$ cat config.mk
export PLATFORM = sky130hd
export DESIGN_NAME = fifo_read_ctrl
export DESIGN_NICKNAME = d
export VERILOG_FILES = /design/src/rtl/fifo_pkg.sv /design/src/rtl/fifo_out_stage.sv /design/src/rtl/fifo_read_ctrl.sv
export SDC_FILE = /design/constraint.sdc
export NUM_CORES = 1
export LEC_CHECK = 0
export BUFFER_PORTS_ARGS = -buffer_cell sky130_fd_sc_hd__buf_2
export CAP_MARGIN = 20
export CORE_MARGIN = 2
export CORE_UTILIZATION = 50
export CTS_BUF_LIST = sky130_fd_sc_hd__clkbuf_4
export CTS_CLUSTER_SIZE = 12
export DETAILED_ROUTE_END_ITERATION = 16
export PLACE_DENSITY = 0.83
export SYNTH_ARGS = -nofsm -noshare
export SYNTH_HDL_FRONTEND = slang
export SYNTH_SLANG_ARGS = --single-unit
$ cat constraint.sdc
create_clock -name clk -period 5.27 [get_ports clk]
set_input_delay 1.054 -clock clk [delete_from_list [all_inputs] [get_ports clk]]
set_output_delay 1.054 -clock clk [all_outputs]
set_load 0.01 [all_outputs]
$ cat src/rtl/fifo_pkg.sv
// Shared definitions for the FIFO read and write controllers.
package fifo_pkg;

    localparam int FIFO_ADDR_W = 8;
    localparam int FIFO_DATA_W = 8;

    // Pointers are widened to this size before subtracting, so any ADDR_W up to 31 is supported.
    localparam int PTR_MAX_W = 32;

    // The caller truncates the result to its own pointer width to get the modular difference.
    function automatic logic [PTR_MAX_W-1:0] ptr_diff(
        input logic [PTR_MAX_W-1:0] wr,
        input logic [PTR_MAX_W-1:0] rd
    );
        return wr - rd;
    endfunction

endpackage

$ cat src/rtl/fifo_out_stage.sv
// Output register of the FIFO read path: holds out_valid and decides when a RAM read may be issued.
module fifo_out_stage (
    input  logic clk,
    input  logic rst_n,
    input  logic avail_i,
    input  logic flush_i,
    input  logic out_ready_i,
    output logic rd_en_o,
    output logic out_valid_o
);

    logic valid_q;
    logic valid_d;

    // The output slot can take a new word when it is empty or when its current word leaves this cycle.
    assign rd_en_o = avail_i && !flush_i && (!valid_q || out_ready_i);

    always_comb begin
        valid_d = rd_en_o || (valid_q && !out_ready_i);
        if (flush_i) begin
            valid_d = 1'b0;
        end
    end

    always_ff @(posedge clk or negedge rst_n) begin
        if (!rst_n) begin
            valid_q <= 1'b0;
        end else begin
            valid_q <= valid_d;
        end
    end

    assign out_valid_o = valid_q;

endmodule

$ cat src/rtl/fifo_read_ctrl.sv
// Read-side controller of the single-clock FIFO: owns the read pointer and streams RAM data downstream.
module fifo_read_ctrl
    import fifo_pkg::*;
#(
    parameter int          ADDR_W   = FIFO_ADDR_W,
    parameter int          DATA_W   = FIFO_DATA_W,
    parameter int unsigned AE_LEVEL = 4
) (
    input  logic              clk,
    input  logic              rst_n,
    input  logic [ADDR_W:0]   wr_ptr,
    input  logic              flush,
    output logic              ram_rd_en,
    output logic [ADDR_W-1:0] ram_rd_addr,
    input  logic [DATA_W-1:0] ram_rd_data,
    output logic              out_valid,
    input  logic              out_ready,
    output logic [DATA_W-1:0] out_data,
    output logic [ADDR_W:0]   rd_ptr,
    output logic [ADDR_W:0]   level,
    output logic              empty,
    output logic              almost_empty,
    output logic              ovf_err
);

    localparam int              PTR_W  = ADDR_W + 1;
    localparam logic [PTR_W-1:0] DEPTH  = {1'b1, {ADDR_W{1'b0}}};
    localparam logic [PTR_W-1:0] AE_THR = PTR_W'(AE_LEVEL);

    logic [PTR_W-1:0] rd_ptr_q;
    logic [PTR_W-1:0] rd_ptr_d;
    logic             ovf_q;
    logic             ovf_d;
    logic [PTR_W-1:0] stored;
    logic             avail;
    logic             rd_en;
    logic             vld;

    assign stored = PTR_W'(ptr_diff(PTR_MAX_W'(wr_ptr), PTR_MAX_W'(rd_ptr_q)));
    assign avail  = (stored != '0);

    fifo_out_stage u_out_stage (
        .clk         (clk),
        .rst_n       (rst_n),
        .avail_i     (avail),
        .flush_i     (flush),
        .out_ready_i (out_ready),
        .rd_en_o     (rd_en),
        .out_valid_o (vld)
    );

    // Flush resynchronises to the writer and wins over any read in the same cycle.
    always_comb begin
        rd_ptr_d = rd_ptr_q;
        if (flush) begin
            rd_ptr_d = wr_ptr;
        end else if (rd_en) begin
            rd_ptr_d = rd_ptr_q + 1'b1;
        end
        ovf_d = ovf_q || (stored > DEPTH);
    end

    always_ff @(posedge clk or negedge rst_n) begin
        if (!rst_n) begin
            rd_ptr_q <= '0;
            ovf_q    <= 1'b0;
        end else begin
            rd_ptr_q <= rd_ptr_d;
            ovf_q    <= ovf_d;
        end
    end

    // The word sitting in the output register still counts as held by the FIFO.
    assign level        = stored + {{ADDR_W{1'b0}}, vld};
    assign empty        = (level == '0);
    assign almost_empty = (level <= AE_THR);

    assign ram_rd_en   = rd_en;
    assign ram_rd_addr = rd_ptr_q[ADDR_W-1:0];
    assign out_valid   = vld;
    assign out_data    = ram_rd_data;
    assign rd_ptr      = rd_ptr_q;
    assign ovf_err     = ovf_q;

endmodule

==> out/results.txt, run 1 <==
starting DRC count in detailed routing -> 19
commonest cells in the netlist -> buf_4, nor2_1, ha_1, inv_1, o21ai_0
drt wl/cell -> 12.9 µm
hpwl dp -> 2560 µm
post-synthesis sequential area ratio -> 19.0%
gr busiest metal -> met2
actual slew at the worst max-slew pin -> 0.565 ns
Buffers on Ports -> 43
post-placement worst setup slack -> 0.320 ns
GRT met2 Usage -> 32.6%
post-CTS setup buffers -> 0
Setup violations, final -> 0
kind of critical path -> in -> out
Clock Skew -> 0.000979 ns
Pleak -> 0.751 nW
Num CTS Buffers -> 3
Die Wd -> 57.8 µm
fraction of registers with async set/reset -> 100%
Placer Congestion -> 0.796
die area -> 3340 µm²
top post-synthesis cells by area -> dfrtp_1, ha_1, buf_4
Final nets -> 246
share of cells above drive strength 1 -> 28.4%
chip height -> 57.8 µm
post-synthesis simple-gate area fraction -> 26.0%
All-Layer GR Usage -> 19.6%
adder-cell share of the synthesized area -> 11.8%
largest net degree at the start of global routing -> 20
Overflow after GRT -> 0
Hold WC Path Type -> reg -> reg
Row Count -> 19
Final Max Slew Viols -> 0
Data required, critical path -> 4.22 ns
Initial Util -> 52.5%
post_cts resized -> 0
final hold violation count -> 0
Bufs on Longest Clock Path -> 2
htree depth -> 1
TritonCTS Sinks -> 11
CTS Hold Bufs -> 0
Final period util -> 94.0%
Pwr per Cell Area -> 274 nW/µm²
Core Region -> 2760 µm²
routing usage on met1 -> 26.3%
Synth Area in Compound Gates -> 20.8%
initial antenna violation count -> 0
DRT antenna net count -> 0
Netlist cell types -> 42
Worst slew margin -> 62.1%
Syn. warnings -> 0
post-synthesis mux area share -> 0.692%
min cycle time layout -> 4.95 ns
IO Count -> 60
Layout area overhead -> 10.3%
post-route cell area -> 1600 µm²
Worst setup EP type -> output pin
Post-Syn Area -> 1450 µm²
Final WS setup -> 0.318 ns
Antenna diodes -> 0
CTS tree -> done
number of flops mapped to enable cells by yosys -> 0
vias in the first global route -> 1240
FMAX -> 0.202 GHz
FF+latch count, synth -> 11
critical path arrival -> 3.90 ns
unrepaired setup endpoints after global routing -> no
CP startpoint kind -> primary input
Max VDD drop -> 164 µV
total power -> 438 µW
Synth Flop Type -> dfrtp_1
Mapped Cells -> 182
vias per cell -> 5.65
top-area cell type share of the netlist area -> 19.0%
detailed-route via count -> 1368
Post-Place Cell Area -> 1570 µm²
Clk Latency, worst-skew pair -> 0.27 ns
drt pass-1 iters -> 4
routed wire length -> 3130 µm
CTS root buffer -> clkbuf_4
Fin Setup TNS -> 0 ns
Worst-path clk slew -> 0.07 ns
xor and xnor fraction of the mapped netlist area -> 7.87%
first-pass GRT wire length -> 5250 µm
met3 Use GR -> 5.58%
count leader, synth -> buf_4
DRC violations left -> 0
area leader, netlist -> dfrtp_1
synthesized area per cell -> 7.95 µm²
status -> complete, no violations
Max-cap violations -> 0
main combinational cell family by area after synthesis -> simple AND/OR/NAND/NOR gates
Max FO, Critical Path -> 5
post-synthesis net count -> 216
registers in the layout (all words and copies together), names as in the netlist:
name                     count
u_out_stage.out_valid_o      1
rd_ptr                       9
ovf_err                      1
layer usage:
layer | vias to the layer above | share of wire, %
met2 | 43 | 46
met1 | 616 | 47
li1 | 705 | -
met4 | 0 | 0.32
met5 | - | 0
met3 | 4 | 7.0
layout by cell type (no fill, tap or decap), types with 6 or more instances in the layout:
cell type | netlist | routed
ha_1 | 12 | 12
o21ai_0 | 12 | 12
dfrtp_1 | 11 | 11
nor2_1 | 15 | 15
a21oi_1 | 6 | 6
a31oi_1 | 11 | 11
nand2_1 | 10 | 10
buf_2 | 0 | 43
xnor2_1 | 8 | 8
nand4_1 | 6 | 6
inv_1 | 12 | 12
or3_1 | 10 | 10
report_power, final:
group / leakage [nW] / internal (mW) / total, mW / switching, mW
Combinational: 0.611 / 0.113 / 0.266 / 0.153
Sequential: 0.122 / 0.0926 / 0.108 / 0.0151
Clock: 0.0184 / 0.0345 / 0.0640 / 0.0296
layout make-up:
cell class,count,area (µm²)
multi-input combinational,138,972
tap,31,38.8
timing repair buffer,45,230
sequential,11,275
fill,267,1160
clock buffer,4,30.0
inverter,13,48.8
worst max-delay path, cell delays in order:
cell and delay (ns):
buf_2 0.09, inv_1 0.06, ha_1 0.20, fa_1 0.39, and2b_1 0.24, o22ai_2 0.10
xnor2_1 0.39, nand4_1 0.24, or4_1 0.45, a211o_1 0.33, a211oi_2 0.20, buf_2 0.15
per-stage QoR:
| stage | utilization, % | hold WS (ns) | instances |
|---|---|---|---|
| floorplan | - | 0.512 | 182 |
| detailed placement | 56.8 | 0.471 | 238 |
| global route | 57.8 | 0.503 | 242 |
| CTS | 57.8 | 0.488 | 242 |
| finish | 57.8 | 0.485 | 242 |
| global placement | 56.8 | 0.450 | 238 |
final timing paths:
path / cells past startpoint / slack [ns] / from / endpoint
max: 12 / 0.32 / wr_ptr[0] / almost_empty
min: 1 / 0.48 / ovf_err / ovf_err
max reg2reg: 10 / 2.23 / rd_ptr[4] / rd_ptr[8]
min reg2reg: 1 / 0.48 / ovf_err / ovf_err
max in group asynchronous: 1 / 4.43 / rst_n / rd_ptr[5]
min in group asynchronous: 1 / 0.64 / rst_n / u_out_stage.out_valid_o
kinds of logic (layout without fill, tap and decap cells):
| kind of cell | count (synthesis) | count (layout) |
|---|---|---|
| compound gates | 44 | 44 |
| xor+xnor | 13 | 13 |
| fa+ha+maj | 13 | 13 |
| buf+inv | 33 | 62 |
| flops | 11 | 11 |
| mux | 1 | 1 |
| simple gates | 67 | 67 |
Power figures use the tool's default switching activity.
==> inputs of run 2 (changes only) <==
- CAP_MARGIN: 20 -> default
- CORE_ASPECT_RATIO: default -> 0.8
- HOLD_SLACK_MARGIN: default -> 0.02
==> out/results.txt, run 2 (synthesis results as in run 1) <==
Antenna diodes -> 0
Clk Latency, worst-skew pair -> 0.27 ns
Max-cap violations -> 0
Clock Skew -> 0.00909 ns
chip height -> 52.1 µm
DRC violations left -> 0
CTS Hold Bufs -> 0
DRT antenna net count -> 0
total power -> 434 µW
TritonCTS Sinks -> 11
Final period util -> 94.6%
Hold Path Origin -> ovf_err
r2r endpoint -> rd_ptr[7]
unrepaired setup endpoints after global routing -> no
Worst Reg2Reg Path Length in Cells -> 10
post-placement worst setup slack -> 0.313 ns
Final nets -> 245
Setup violations, final -> 0
CP startpoint kind -> primary input
actual slew at the worst max-slew pin -> 0.578 ns
crit path cell chain -> buf_2 -> inv_1 -> ha_1 -> fa_1 -> and2b_1 -> o22ai_2 -> xnor2_1 -> nand4_1 -> or4_1 -> a211o_1 -> a211oi_2 -> buf_2
Core Region -> 2770 µm²
CP most frequent cell -> buf_2
All-Layer GR Usage -> 18.9%
CP max stage cell -> or4_1
hpwl dp -> 2480 µm
CTS root buffer -> clkbuf_4
most frequent cells in the layout -> buf_2, nor2_1, inv_1, o21ai_0, ha_1
Placer Congestion -> 0.783
Worst-path clk slew -> 0.08 ns
largest net degree at the start of global routing -> 20
post_cts resized -> 0
reg-to-reg critical path startpoint -> rd_ptr[0]
Max FO, Critical Path -> 5
critical path arrival -> 3.93 ns
Die Wd -> 64.1 µm
Overflow after GRT -> 0
drt wl/cell -> 12.4 µm
share of cells above drive strength 1 -> 28.1%
Final WS setup -> 0.282 ns
Max VDD drop -> 123 µV
final hold slack -> 0.486 ns
Pleak -> 0.746 nW
status -> complete, no violations
Final Non-Filler Cells -> 248
Final Max Slew Viols -> 0
kind of critical path -> in -> out
CTS tree -> done
detailed-route via count -> 1360
max reg flops -> 9
final hold violation count -> 0
most common cell after layout, fill and taps aside -> buf_2
Bufs on Longest Clock Path -> 2
Hold WC Path Type -> reg -> reg
Post-Place Cell Area -> 1570 µm²
post-route cell area -> 1600 µm²
Buffers on Ports -> 43
drt pass-1 iters -> 4
Fin Setup TNS -> 0 ns
Worst setup EP type -> output pin
Row Count -> 17
Num CTS Buffers -> 3
htree depth -> 1
first-pass GRT wire length -> 5010 µm
WHS Path Cells -> 1
vias per cell -> 5.48
routed wire length -> 3080 µm
Layout area overhead -> 10.4%
Data required, critical path -> 4.22 ns
# placed instances -> 244
starting DRC count in detailed routing -> 30
die area -> 3340 µm²
Post-Route Utilization -> 57.7%
initial antenna violation count -> 0
FMAX -> 0.201 GHz
post-CTS setup buffers -> 0
min cycle time layout -> 4.99 ns
Hold Crit Endpoint -> ovf_err
r2r setup slk -> 2.27 ns
Pwr per Cell Area -> 272 nW/µm²
max incr delay on CP -> 0.46 ns
IO Count -> 60
Worst slew margin -> 61.2%
Initial Util -> 52.3%
vias in the first global route -> 1135
## run 2: changes by cell type in the layout (fill, tap and decap cells not counted)
cell / before / now
buf_4: 2 / 1
## run 2: critical path: cells and delay by family
family	cells	cell delay, ns
adder cells (fa/ha/maj)	2	0.60
XOR/XNOR	1	0.41
AO/OA/AOI/OAI	3	0.63
buffers and inverters	3	0.29
AND/OR/NAND/NOR	3	0.94
## run 2: report_power, final
part | switching, mW | total (mW) | internal, mW
Combinational | 0.152 | 0.262 | 0.110
Sequential | 0.0144 | 0.107 | 0.0926
Clock | 0.0303 | 0.0648 | 0.0345
## run 2: how the worst max path moves through the flow
| stage | startpoint | endpoint | cells after the start |
|---|---|---|---|
| final | wr_ptr[0] | almost_empty | 12 |
| after global routing | wr_ptr[0] | almost_empty | 12 |
| after CTS | wr_ptr[0] | almost_empty | 12 |
| after detailed placement | wr_ptr[0] | almost_empty | 12 |
| after global placement | wr_ptr[0] | almost_empty | 12 |
| after floorplan | wr_ptr[0] | almost_empty | 10 |
## run 2: layer usage
metal	wire length [µm]	up-vias	track usage [%]
li1	-	704	-
met1	1520	627	25.1
met2	1380	29	31.9
met3	182	0	5.19
met4	0	0	1.77
met5	0	-	0
## run 2: area by class of cell
cell class | instances | area (µm²)
Fill cell | 282 | 1170
Multi-Input combinational cell | 138 | 972
Sequential cell | 11 | 275
Timing Repair Buffer | 44 | 223
Inverter | 13 | 48.8
Tap cell | 38 | 47.5
Clock buffer | 4 | 30.0
